[config.mk]
export PLATFORM = sky130hd
export DESIGN_NAME = ltc2320_emulator
export DESIGN_NICKNAME = d
export VERILOG_FILES = /design/src/rtl/ltc2320_emulator.sv
export SDC_FILE = /design/constraint.sdc
export NUM_CORES = 1
export LEC_CHECK = 0
export CAP_MARGIN = 20
export CORE_ASPECT_RATIO = 1.75
export CORE_MARGIN = 2
export CORE_UTILIZATION = 45
export CTS_CLUSTER_DIAMETER = 60
export DETAILED_ROUTE_END_ITERATION = 8
export GPL_ROUTABILITY_DRIVEN = 0
export PLACE_DENSITY = 0.75
export REMOVE_ABC_BUFFERS = 1
export SYNTH_ARGS = -nofsm -noshare
export SYNTH_HDL_FRONTEND = slang
export SYNTH_SLANG_ARGS = --single-unit
[constraint.sdc]
create_clock -name clk_100mhz -period 12.6 [get_ports clk_100mhz]
set_input_delay 2.52 -clock clk_100mhz [delete_from_list [all_inputs] [get_ports clk_100mhz]]
set_output_delay 2.52 -clock clk_100mhz [all_outputs]
set_load 0.03 [all_outputs]
[src/rtl/ltc2320_emulator.sv]
// Responder-side emulation of the 8-lane LTC2320 serial ADC interface for HIL builds.
// CNV/SCK are oversampled on clk_100mhz; samples are shifted out MSB-first with an echoed clock.
//
// state    | meaning
// ---------+--------------------------------------------------------------
// IDLE     | waiting for CNV rise, SDO driven low
// CONVERT  | busy time, counting CONV_CYCLES before data is presented
// READY    | MSBs on SDO, waiting for the first full SCK pulse
// SHIFT    | shifting one bit per SCK fall
// DONE     | frame complete, SDO low, extra SCK edges ignored
module ltc2320_emulator #(
    parameter int SYNC_STAGES = 2,
    parameter int CONV_CYCLES = 45,
    parameter int WORD_BITS   = 16
) (
    input  logic                     clk_100mhz,
    input  logic                     reset_100mhz,
    input  logic                     adc_cnv_n,
    input  logic                     adc_sck,
    output logic [7:0]               adc_sdo,
    output logic                     adc_clkout,
    input  logic [8*WORD_BITS-1:0]   sample_data,
    output logic                     busy,
    output logic [15:0]              frame_count,
    output logic                     err_sck_during_conv,
    output logic                     err_cnv_during_read,
    input  logic                     err_clear
);

    localparam int CONV_W = $clog2(CONV_CYCLES + 1);
    localparam int BIT_W  = $clog2(WORD_BITS + 1);

    typedef enum logic [2:0] {
        S_IDLE,
        S_CONVERT,
        S_READY,
        S_SHIFT,
        S_DONE
    } state_t;

    state_t state, state_nxt;

    logic [SYNC_STAGES-1:0] cnv_sync, sck_sync;
    logic                   cnv_lvl, sck_lvl, cnv_hist, sck_hist;
    logic                   cnv_rise, sck_rise, sck_fall;

    logic [WORD_BITS-1:0]   shreg [8];
    logic [7:0]             msb;
    logic [CONV_W-1:0]      conv_cnt;
    logic [BIT_W-1:0]       bit_cnt;
    logic [15:0]            frame_cnt;
    logic                   rise_seen, rise_seen_nxt;

    logic load, shift, conv_clr, bit_ld1, bit_inc, frame_inc, set_sck_err, set_cnv_err;

    // Synchronizers keep sampling through reset so the history FFs can load a settled level.
    always_ff @(posedge clk_100mhz) begin
        cnv_sync <= {cnv_sync[SYNC_STAGES-2:0], adc_cnv_n};
        sck_sync <= {sck_sync[SYNC_STAGES-2:0], adc_sck};
    end

    assign cnv_lvl  = cnv_sync[SYNC_STAGES-1];
    assign sck_lvl  = sck_sync[SYNC_STAGES-1];
    assign cnv_rise = cnv_lvl & ~cnv_hist;
    assign sck_rise = sck_lvl & ~sck_hist;
    assign sck_fall = ~sck_lvl & sck_hist;

    always_ff @(posedge clk_100mhz) begin
        if (reset_100mhz) begin
            cnv_hist   <= cnv_lvl;
            sck_hist   <= sck_lvl;
            adc_clkout <= 1'b0;
        end else begin
            cnv_hist   <= cnv_lvl;
            sck_hist   <= sck_lvl;
            adc_clkout <= sck_lvl;
        end
    end

    always_ff @(posedge clk_100mhz) begin
        if (reset_100mhz) begin
            state <= S_IDLE;
        end else begin
            state <= state_nxt;
        end
    end

    always_comb begin
        for (int i = 0; i < 8; i++) begin
            msb[i] = shreg[i][WORD_BITS-1];
        end
    end

    always_comb begin
        state_nxt     = state;
        load          = 1'b0;
        shift         = 1'b0;
        conv_clr      = 1'b0;
        bit_ld1       = 1'b0;
        bit_inc       = 1'b0;
        frame_inc     = 1'b0;
        set_sck_err   = 1'b0;
        set_cnv_err   = 1'b0;
        rise_seen_nxt = rise_seen;
        busy          = 1'b0;
        adc_sdo       = '0;
        case (state)
            S_IDLE, S_DONE: begin
                if (cnv_rise) begin
                    load      = 1'b1;
                    conv_clr  = 1'b1;
                    state_nxt = S_CONVERT;
                end
            end
            S_CONVERT: begin
                busy          = 1'b1;
                rise_seen_nxt = 1'b0;
                set_sck_err   = sck_rise;
                if (conv_cnt == CONV_W'(CONV_CYCLES - 1)) begin
                    state_nxt = S_READY;
                end
            end
            S_READY: begin
                adc_sdo = msb;
                if (cnv_rise) begin
                    load      = 1'b1;
                    conv_clr  = 1'b1;
                    state_nxt = S_CONVERT;
                end else begin
                    if (sck_rise) begin
                        rise_seen_nxt = 1'b1;
                    end
                    if (sck_fall && rise_seen) begin
                        shift     = 1'b1;
                        bit_ld1   = 1'b1;
                        state_nxt = S_SHIFT;
                    end
                end
            end
            S_SHIFT: begin
                adc_sdo = msb;
                if (cnv_rise) begin
                    set_cnv_err = 1'b1;
                    load        = 1'b1;
                    conv_clr    = 1'b1;
                    state_nxt   = S_CONVERT;
                end else if (sck_fall) begin
                    shift = 1'b1;
                    if (bit_cnt == BIT_W'(WORD_BITS - 1)) begin
                        frame_inc = 1'b1;
                        state_nxt = S_DONE;
                    end else begin
                        bit_inc = 1'b1;
                    end
                end
            end
            default: state_nxt = S_IDLE;
        endcase
    end

    always_ff @(posedge clk_100mhz) begin
        if (reset_100mhz) begin
            for (int i = 0; i < 8; i++) begin
                shreg[i] <= '0;
            end
            conv_cnt            <= '0;
            bit_cnt             <= '0;
            frame_cnt           <= '0;
            rise_seen           <= 1'b0;
            err_sck_during_conv <= 1'b0;
            err_cnv_during_read <= 1'b0;
        end else begin
            for (int i = 0; i < 8; i++) begin
                if (load) begin
                    shreg[i] <= sample_data[i*WORD_BITS +: WORD_BITS];
                end else if (shift) begin
                    shreg[i] <= {shreg[i][WORD_BITS-2:0], 1'b0};
                end
            end
            if (conv_clr) begin
                conv_cnt <= '0;
            end else if (state == S_CONVERT) begin
                conv_cnt <= conv_cnt + 1'b1;
            end
            if (bit_ld1) begin
                bit_cnt <= BIT_W'(1);
            end else if (bit_inc) begin
                bit_cnt <= bit_cnt + 1'b1;
            end
            if (frame_inc) begin
                frame_cnt <= frame_cnt + 16'd1;
            end
            rise_seen <= rise_seen_nxt;
            // A new error event outranks a coincident clear.
            err_sck_during_conv <= (err_sck_during_conv & ~err_clear) | set_sck_err;
            err_cnv_during_read <= (err_cnv_during_read & ~err_clear) | set_cnv_err;
        end
    end

    assign frame_count = frame_cnt;

endmodule

==> impl_metrics.csv, run 1 <==
group,metric,value,unit
clock_network,root_buffer,"clkbuf_16",
power_and_ir_drop,clockPowerShare,41.6,%
yosys,ys_types,48,
finish,fillers,1231,
yosys,synthMuxAreaShare,0.602,%
yosys,ys_ff_latch,168,
placed_design,hpwlAfterDp,10.4,mm
power_and_ir_drop,pwr_density_cell,135,nW/um2
yosys,synth_area,7070,um2
route,firstDrtPassIters,6,
floorplan,dieArea,16800,um2
clock_network,clock-sinks,168,
finish,drive_gt1_share,7.21,%
floorplan,initial_utilization,45.9,%
route,via_per_inst,5.80,
clock_network,numCtsBuffers,17,
floorplan,die_h,170,um
yosys,yosysSeqAreaShare,65.7,%
worst_setup_path,cp_max_fo,59,
hold_path,min_path_type,"reg2reg",
power_and_ir_drop,p_int,0.000984,W
grt,antenna_found_initial,0,
job,maxCapViolCount,0,
finish,diodes,0,
power_and_ir_drop,swShare,21.9,%
worst_setup_path,end_kind,"register",
clock_network,htree_levels,4,
power_and_ir_drop,combPwrFrac,7.2,%
finish,fin_util,60.8,%
finish,multi_input_area,2180,um2
sta,timing.final.crit_share,40.2,%
yosys,synth_top_family_by_area,"compound AO/OA/AOI/OAI gates",
yosys,yosysWarnings,0,
clock_network,cts_tree,"done",
yosys,synth-adder-area-share,0.885,%
power_and_ir_drop,switchingPower,0.000276,W
grt,grt_max_degree,97,
placed_design,portBuffers,160,
finish,regArea,4640,um2
outcome,status,"finished clean",
route,vias,4942,
yosys,synth_ff_type,"edfxtp_1",
sta,fin_crit,5060,ps
yosys,syn_area_per_cell,13.9,um2
worst_setup_path,worst_ep_required_time,12640,ps
finish,area_delta_synth_final,32.3,%
sta,setup_tns,0,ps
finish,layout_common_cells,"clkdlybuf4s50_1, edfxtp_1, a22o_1, dfxtp_1, a21oi_1",
route,wl_per_cell,18.2,um
sta,rsz0062_at_grt,"no",
sta,skew,9.80,ps
route,drt.antenna.violating_nets,0,
grt,grt.overflow.total,0,
sta,max_freq,198,MHz
power_and_ir_drop,leakage,3.40,nW
floorplan,io_pins,161,
finish,layout_commonest_cell,"clkdlybuf4s50_1",
route,drt_iter0_drc,240,
clock_network,max-clock-path-buffers,2,
route,drc,0,
clock_network,clock_latency,410,ps
clock_network,post_cts_buffers,0,
yosys,synth-async-reset-ratio,0,%
grt,grt_pass1_wl,24.8,mm
worst_setup_path,worstPathArrival,5100,ps
clock_network,cts_resized,0,
yosys,synth-xor-area-share,0.868,%
yosys,synth_simple_gate_area_share,9.00,%
sta,setup_viol,0,
yosys,synth_compound_area_share,19.3,%
sta,tightest_slew,981,ps
grt,grt_usage,18.3,%
route,wirelength,15.5,mm
sta,hold_viol,0,
yosys,synth_edf_count,128,
floorplan,core,15400,um2
sta,slew_headroom,34.6,%
clock_network,path_clk_slew,70,ps
worst_setup_path,crit_path_start_kind,"primary input",
floorplan,die_x,98.7,um
sta,maxSlewViolCount,0,
finish,nets,791,
floorplan,rows,60,
clock_network,hold_buffers,0,
yosys,synthCells,508,
worst_setup_path,criticalPathCategory,"in2reg",
grt,grt_pass1_vias,5133,
power_and_ir_drop,pwr-share-seq,51.2,%
power_and_ir_drop,ir_drop,88.9,uV
[final timing paths]
kind	startpoint	endpoint	slack [ps]	depth (start not counted)
max	reset_100mhz	shreg[0][28]$_SDFFCE_PN0P_	7540	5
min	cnv_sync[0]$_DFF_P_	cnv_sync[1]$_DFF_P_	330	0
max reg2reg	state[1]$_SDFFE_PP0P_	shreg[1][60]$_SDFFCE_PP0P_	9050	5
min reg2reg	cnv_sync[0]$_DFF_P_	cnv_sync[1]$_DFF_P_	330	0
[area by class of cell]
cell class,count,area share [%]
flip-flops and latches,168,49.7
multi-input cells,289,23.4
repair buffers,166,17.7
clock buffers,18,4.59
well taps,186,2.49
clock inverters,14,1.75
inverters,11,0.442
[per-stage QoR]
step / std cells / setup slack [ps] / instance area (um2) / hold WS (ps) / total power, W
final: 852 / 7540 / 9350 / 326 / 0.00126
after detailed placement: 819 / 7100 / 8740 / 321 / 0.000748
after floorplan: 468 / 6620 / 6850 / 310 / 0.000690
after global routing: 852 / 7380 / 9350 / 338 / 0.00130
after CTS: 851 / 7540 / 9340 / 330 / 0.00127
after global placement: 819 / 7270 / 8740 / 314 / 0.000743
[synth_stat cells (4+ instances only)]
master | n | area share, %
nand2b_1 | 6 | 0.53
or3_1 | 4 | 0.35
o31ai_1 | 11 | 1.2
inv_1 | 11 | 0.58
dfxtp_1 | 40 | 11
buf_4 | 7 | 0.74
or4_1 | 10 | 1.1
a21oi_1 | 19 | 1.3
and2_1 | 16 | 1.4
buf_2 | 19 | 1.3
nor2b_1 | 5 | 0.44
edfxtp_1 | 128 | 54
and4_1 | 4 | 0.50
nand4_1 | 5 | 0.44
clkbuf_1 | 10 | 0.53
o21ai_0 | 8 | 0.57
nor2_1 | 16 | 0.85
nand2_1 | 13 | 0.69
xor2_1 | 5 | 0.62
nand3_1 | 7 | 0.50
ha_1 | 5 | 0.89
a22o_1 | 120 | 15
[per-layer routing]
layer | part of all wire (%) | vias up | GRT usage, %
li1 | - | 2309 | -
met1 | 40 | 2429 | 21.4
met2 | 53 | 178 | 32.2
met3 | 5.8 | 26 | 4.78
met4 | 1.7 | 0 | 6.67
met5 | 0 | - | 0
[cells by family after synthesis]
group	Yosys count
muxes	4
buffers and inverters	51
DFF	168
AOI/OAI and AO/OA	169
and+or+nand+nor	104
adders and majority gates	5
xor gates and xnor gates	7
[power groups by stage]
stage	sequential (W)	clock [W]	combinational, W
final	0.000646	0.000524	0.0000904
after global routing	0.000649	0.000554	0.0000976
after CTS	0.000646	0.000533	0.0000910
after detailed placement	0.000658	0	0.0000907
after global placement	0.000656	0	0.0000872
after floorplan	0.000656	0	0.0000338
[state kept, by name, indices dropped and copies added, names as in the netlist]
| signal | cells |
|---|---|
| sck_hist | 1 |
| rise_seen | 1 |
| sck_sync | 2 |
| bit_cnt | 5 |
| adc_clkout | 1 |
| cnv_sync | 2 |
| shreg | 128 |
| conv_cnt | 6 |
| err_cnv_during_read | 1 |
| cnv_hist | 1 |
| state | 3 |
| err_sck_during_conv | 1 |
| frame_count | 16 |
[worst max-delay path, cell delays in order]
cell             delay (ps)
clkdlybuf4s50_1         460
buf_4                   350
nand2b_1                320
nand2b_4                660
buf_4                   720
Power figures use the tool's default switching activity.
==> run 2, diff against run 1 <==
--- a/config.mk
+++ b/config.mk
@@ -12,7 +12,7 @@
 export CTS_CLUSTER_DIAMETER = 60
 export DETAILED_ROUTE_END_ITERATION = 8
 export GPL_ROUTABILITY_DRIVEN = 0
-export PLACE_DENSITY = 0.75
+export PLACE_DENSITY = 0.78
 export REMOVE_ABC_BUFFERS = 1
 export SYNTH_ARGS = -nofsm -noshare
 export SYNTH_HDL_FRONTEND = slang
==> constraint.sdc (replaced) <==
create_clock -name clk_100mhz -period 4.05 [get_ports clk_100mhz]
set_input_delay 0.81 -clock clk_100mhz [delete_from_list [all_inputs] [get_ports clk_100mhz]]
set_output_delay 0.81 -clock clk_100mhz [all_outputs]
set_load 0.03 [all_outputs]
==> impl_metrics.csv, run 2 (same netlist as run 1, synthesis figures left out) <==
group,metric,value,unit
finish,regArea,4640,um2
sta,maxSlewViolCount,0,
clock_network,cts_tree,"done",
worst_setup_path,worstPathArrival,2240,ps
clock_network,clock_latency,410,ps
sta,timing.final.crit_share,75.4,%
worst_setup_path,critPathSlowestCell,"clkdlybuf4s50_1",
grt,grt_pass1_wl,23.8,mm
floorplan,die_h,170,um
clock_network,htree_levels,4,
clock_network,clock-sinks,168,
worst_setup_path,end_kind,"output pin",
floorplan,rows,60,
clock_network,numCtsBuffers,17,
finish,layout_commonest_cell,"clkdlybuf4s50_1",
grt,antenna_found_initial,0,
power_and_ir_drop,ir_drop,271,uV
floorplan,dieArea,16800,um2
finish,fin_cells,853,
clock_network,hold_buffers,0,
finish,multi_input_area,2180,um2
sta,slew_headroom,45.6,%
placed_design,portBuffers,160,
clock_network,path_clk_slew,60,ps
power_and_ir_drop,total_power,0.00378,W
floorplan,core,15400,um2
clock_network,root_buffer,"clkbuf_16",
finish,drive_gt1_share,7.20,%
finish,area_delta_synth_final,32.4,%
grt,grt.overflow.total,0,
power_and_ir_drop,pwr_density_cell,405,nW/um2
worst_setup_path,worst_ep_required_time,3240,ps
worst_setup_path,criticalPathCategory,"reg2out",
sta,hold_viol,0,
worst_setup_path,max_stage_delay,670,ps
sta,rsz0062_at_grt,"no",
finish,largest_register_ffs,128,
clock_network,post_cts_buffers,0,
finish,fin_util,60.8,%
sta,tightest_slew,816,ps
route,drt.antenna.violating_nets,0,
clock_network,cts_resized,0,
route,drc,0,
floorplan,die_x,98.7,um
finish,fillers,1186,
placed_design,hpwlAfterDp,10.5,mm
grt,grt_usage,17.8,%
sta,skew,16.1,ps
floorplan,io_pins,161,
grt,grt_pass1_vias,4973,
worst_setup_path,crit_path_start_kind,"register",
placed_design,dp.cells,821,
job,maxCapViolCount,0,
hold_path,min_path_type,"reg2reg",
sta,setup_viol,0,
finish,regMostFlops,"shreg",
route,firstDrtPassIters,6,
clock_network,max-clock-path-buffers,2,
power_and_ir_drop,leakage,3.39,nW
worst_setup_path,cp_max_fo,13,
route,drt_iter0_drc,244,
floorplan,initial_utilization,45.9,%
finish,layout_common_cells,"clkdlybuf4s50_1, edfxtp_1, a22o_1, dfxtp_1, a21oi_1",
finish,diodes,0,
route,wirelength,15.4,mm
route,vias,4891,
route,via_per_inst,5.73,
finish,nets,792,
grt,grt_max_degree,121,
route,wl_per_cell,18.0,um
sta,max_freq,327,MHz
outcome,status,"finished clean",
sta,fin_crit,3050,ps
worst_setup_path,path_cells,"and2b_1 -> and2_1 -> clkdlybuf4s50_1",
run 2: metal layers:
layer  GRT usage (%)  up-vias  wire [um]
met5               0        -          0
met4            6.43        0        199
met3            5.23       15        946
met2            31.9      175       8230
met1            20.0     2388       5980
li1                -     2313          -
run 2: path summary, 6_finish.rpt:
kind,endpoint,startpoint,slack (ps),depth (start not counted)
setup / recovery,adc_sdo[2],state[1]$_SDFFE_PP0P_,1000,3
hold / removal,cnv_sync[1]$_DFF_P_,cnv_sync[0]$_DFF_P_,330,0
setup reg to reg,shreg[0][38]$_SDFFCE_PN0P_,state[1]$_SDFFE_PP0P_,1400,4
hold reg to reg,cnv_sync[1]$_DFF_P_,cnv_sync[0]$_DFF_P_,330,0
run 2: critical path, delay by kind of cell, from the launching register on:
kind                   cells  cell delay, ps
buffers and inverters      1             670
and+or+nand+nor            2             700
DFF                        1             480
run 2: where the power goes:
part	leakage [nW]	internal, W	switching (W)
logic	1.45	0.000168	0.000119
clock network	0.264	0.000800	0.000687
registers	1.68	0.00197	0.0000388
run 2: per-stage QoR:
step | worst slack, ps | hold slack (ps) | area, um2 | TNS, ps
2_1_floorplan | -216 | 310 | 6850 | -24150
6_report | 996 | 332 | 9350 | 0
5_1_grt | 915 | 344 | 9350 | 0
4_1_cts | 982 | 331 | 9350 | 0
3_5_place_dp | 1230 | 312 | 8810 | 0
3_3_place_gp | 1300 | 315 | 8810 | 0
run 2: area by class of cell:
cell class / count / area share [%]
well taps: 186 / 2.49
clock buffers: 18 / 4.59
multi-input cells: 289 / 23.4
inverters: 11 / 0.441
flip-flops and latches: 168 / 49.7
repair buffers: 167 / 18.2
clock inverters: 14 / 1.24
==> run 3, diff against run 2 <==
--- a/config.mk
+++ b/config.mk
@@ -12,7 +12,7 @@
 export CTS_CLUSTER_DIAMETER = 60
 export DETAILED_ROUTE_END_ITERATION = 8
 export GPL_ROUTABILITY_DRIVEN = 0
-export PLACE_DENSITY = 0.78
+export PLACE_DENSITY = 0.75
 export REMOVE_ABC_BUFFERS = 1
 export SYNTH_ARGS = -nofsm -noshare
 export SYNTH_HDL_FRONTEND = slang
==> constraint.sdc (replaced) <==
create_clock -name clk_100mhz -period 2.9 [get_ports clk_100mhz]
set_input_delay 0.58 -clock clk_100mhz [delete_from_list [all_inputs] [get_ports clk_100mhz]]
set_output_delay 0.58 -clock clk_100mhz [all_outputs]
set_load 0.03 [all_outputs]
==> impl_metrics.csv, run 3 (same netlist as run 1, synthesis figures left out) <==
group,metric,value,unit
outcome,status,"finished clean",
route,vias,4893,
worst_setup_path,crit_path_start_kind,"register",
power_and_ir_drop,pwr-share-seq,51.7,%
hold_path,min_path_type,"reg2reg",
power_and_ir_drop,p_int,0.00427,W
sta,setup_viol,0,
power_and_ir_drop,leakage,3.44,nW
finish,nets,798,
power_and_ir_drop,switchingPower,0.00115,W
clock_network,clock-sinks,168,
clock_network,numCtsBuffers,17,
sta,timing.final.crit_share,93.9,%
power_and_ir_drop,clockPowerShare,40.6,%
grt,grt_pass1_vias,5134,
placed_design,hpwlAfterDp,10.7,mm
route,wirelength,15.4,mm
power_and_ir_drop,swShare,21.3,%
clock_network,hold_buffers,0,
placed_design,portBuffers,160,
sta,tightest_slew,518,ps
sta,max_freq,367,MHz
clock_network,path_clk_slew,60,ps
power_and_ir_drop,pwr_density_cell,573,nW/um2
floorplan,dieArea,16800,um2
worst_setup_path,cp_max_fo,13,
floorplan,initial_utilization,45.9,%
sta,maxSlewViolCount,0,
route,via_per_inst,5.70,
route,drc,0,
job,maxCapViolCount,0,
grt,grt_max_degree,97,
worst_setup_path,end_kind,"output pin",
grt,grt_pass1_wl,24.4,mm
finish,drive_gt1_share,8.47,%
floorplan,die_x,98.7,um
hold_path,min_to,"sck_sync[1]$_DFF_P_",
sta,slew_headroom,65.4,%
finish,regMostFlops,"shreg",
grt,grt.overflow.total,0,
sta,hold_viol,0,
route,drt.antenna.violating_nets,0,
grt,grt_usage,18.3,%
worst_setup_path,rr_endpoint,"frame_count[9]$_SDFFE_PP0P_",
worst_setup_path,reg2reg_from,"bit_cnt[0]$_SDFFE_PP0P_",
finish,layout_common_cells,"clkdlybuf4s50_1, edfxtp_1, a22o_1, dfxtp_1, a21oi_1",
placed_design,place_area,8870,um2
finish,fin_area,9470,um2
floorplan,core,15400,um2
clock_network,clock_latency,420,ps
route,wl_per_cell,17.9,um
clock_network,max-clock-path-buffers,2,
power_and_ir_drop,ir_drop,332,uV
grt,antenna_found_initial,0,
route,firstDrtPassIters,5,
finish,layout_commonest_cell,"clkdlybuf4s50_1",
worst_setup_path,reg2regPathDepth,7,
worst_setup_path,criticalPathCategory,"reg2out",
sta,setup_tns,0,ps
hold_path,whs_path_depth,0,
clock_network,root_buffer,"clkbuf_16",
sta,rsz0062_at_grt,"no",
clock_network,cts_tree,"done",
floorplan,io_pins,161,
floorplan,die_h,170,um
finish,fin_util,61.6,%
hold_path,min_from,"sck_sync[0]$_DFF_P_",
finish,area_delta_synth_final,34.1,%
worst_setup_path,worst_ep_required_time,2320,ps
sta,skew,13.2,ps
worst_setup_path,worstPathArrival,2140,ps
clock_network,htree_levels,4,
worst_setup_path,r2r_setup_slack,630,ps
route,drt_iter0_drc,248,
finish,largest_register_ffs,128,
floorplan,rows,60,
finish,diodes,0,
sta,fin_crit,2720,ps
power_and_ir_drop,combPwrFrac,7.7,%
run 3: cell count changes in the layout (fill, tap and decap cells not counted), sizes merged:
cell,change
clkdlybuf4s50,-1
buf,+7
clkinvlp,+3
clkinv,-4
bufinv,+2
inv,-1
run 3: cell type report:
type / instances / area [um2]
Tap cell: 186 / 233
Clock inverter: 14 / 148
Timing Repair Buffer: 173 / 1790
Fill cell: 1205 / 5920
Sequential cell: 168 / 4640
Inverter: 11 / 41.3
Clock buffer: 18 / 429
Multi-Input combinational cell: 289 / 2190
run 3: repair_timing:
item,in CTS,in global routing
buffers inserted,0,0
endpoints found under the setup margin,0,8
gates resized for setup,0,1
run 3: how the worst max path moves through the flow:
stage / slack, ps / to / from / depth (start not counted)
after floorplan: -1350 / shreg[0][0]$_SDFFCE_PP0P_ / cnv_sync[1]$_DFF_P_ / 4
after global placement: 450 / shreg[1][35]$_SDFFCE_PP0P_ / reset_100mhz / 3
after detailed placement: 360 / shreg[1][52]$_SDFFCE_PP0P_ / reset_100mhz / 3
after CTS: 10 / adc_sdo[6] / state[1]$_SDFFE_PP0P_ / 3
after global routing: 110 / adc_sdo[1] / state[1]$_SDFFE_PP0P_ / 3
final: 180 / adc_sdo[5] / state[1]$_SDFFE_PP0P_ / 3
run 3: stage by stage:
stage / total power [W] / setup slack (ps) / hold slack, ps / std cells
after detailed placement: 0.00327 / 358 / 312 / 826
after CTS: 0.00548 / 13.1 / 327 / 858
after floorplan: 0.00300 / -1350 / 310 / 468
final: 0.00543 / 178 / 327 / 859
after global routing: 0.00562 / 106 / 345 / 859
after global placement: 0.00325 / 450 / 314 / 826
run 3: layer usage:
metal,vias up,part of all wire (%),track usage [%]
li1,2319,-,-
met1,2396,39,21.0
met2,164,54,32.2
met3,14,6.0,5.48
met4,0,1.3,6.25
met5,-,0,0
run 3: power by group through the flow:
stage	logic, W	clock network, W	registers [W]
finish	0.000416	0.00221	0.00281
global route	0.000449	0.00235	0.00282
CTS	0.000417	0.00225	0.00281
detailed placement	0.000417	0	0.00286
global placement	0.000400	0	0.00285
floorplan	0.000147	0	0.00285
run 3: worst max-delay path, cell delays in order, from the launching register on:
cell	delay [ps]
dfxtp_1	490
and2b_2	390
and2_1	180
clkdlybuf4s50_1	660
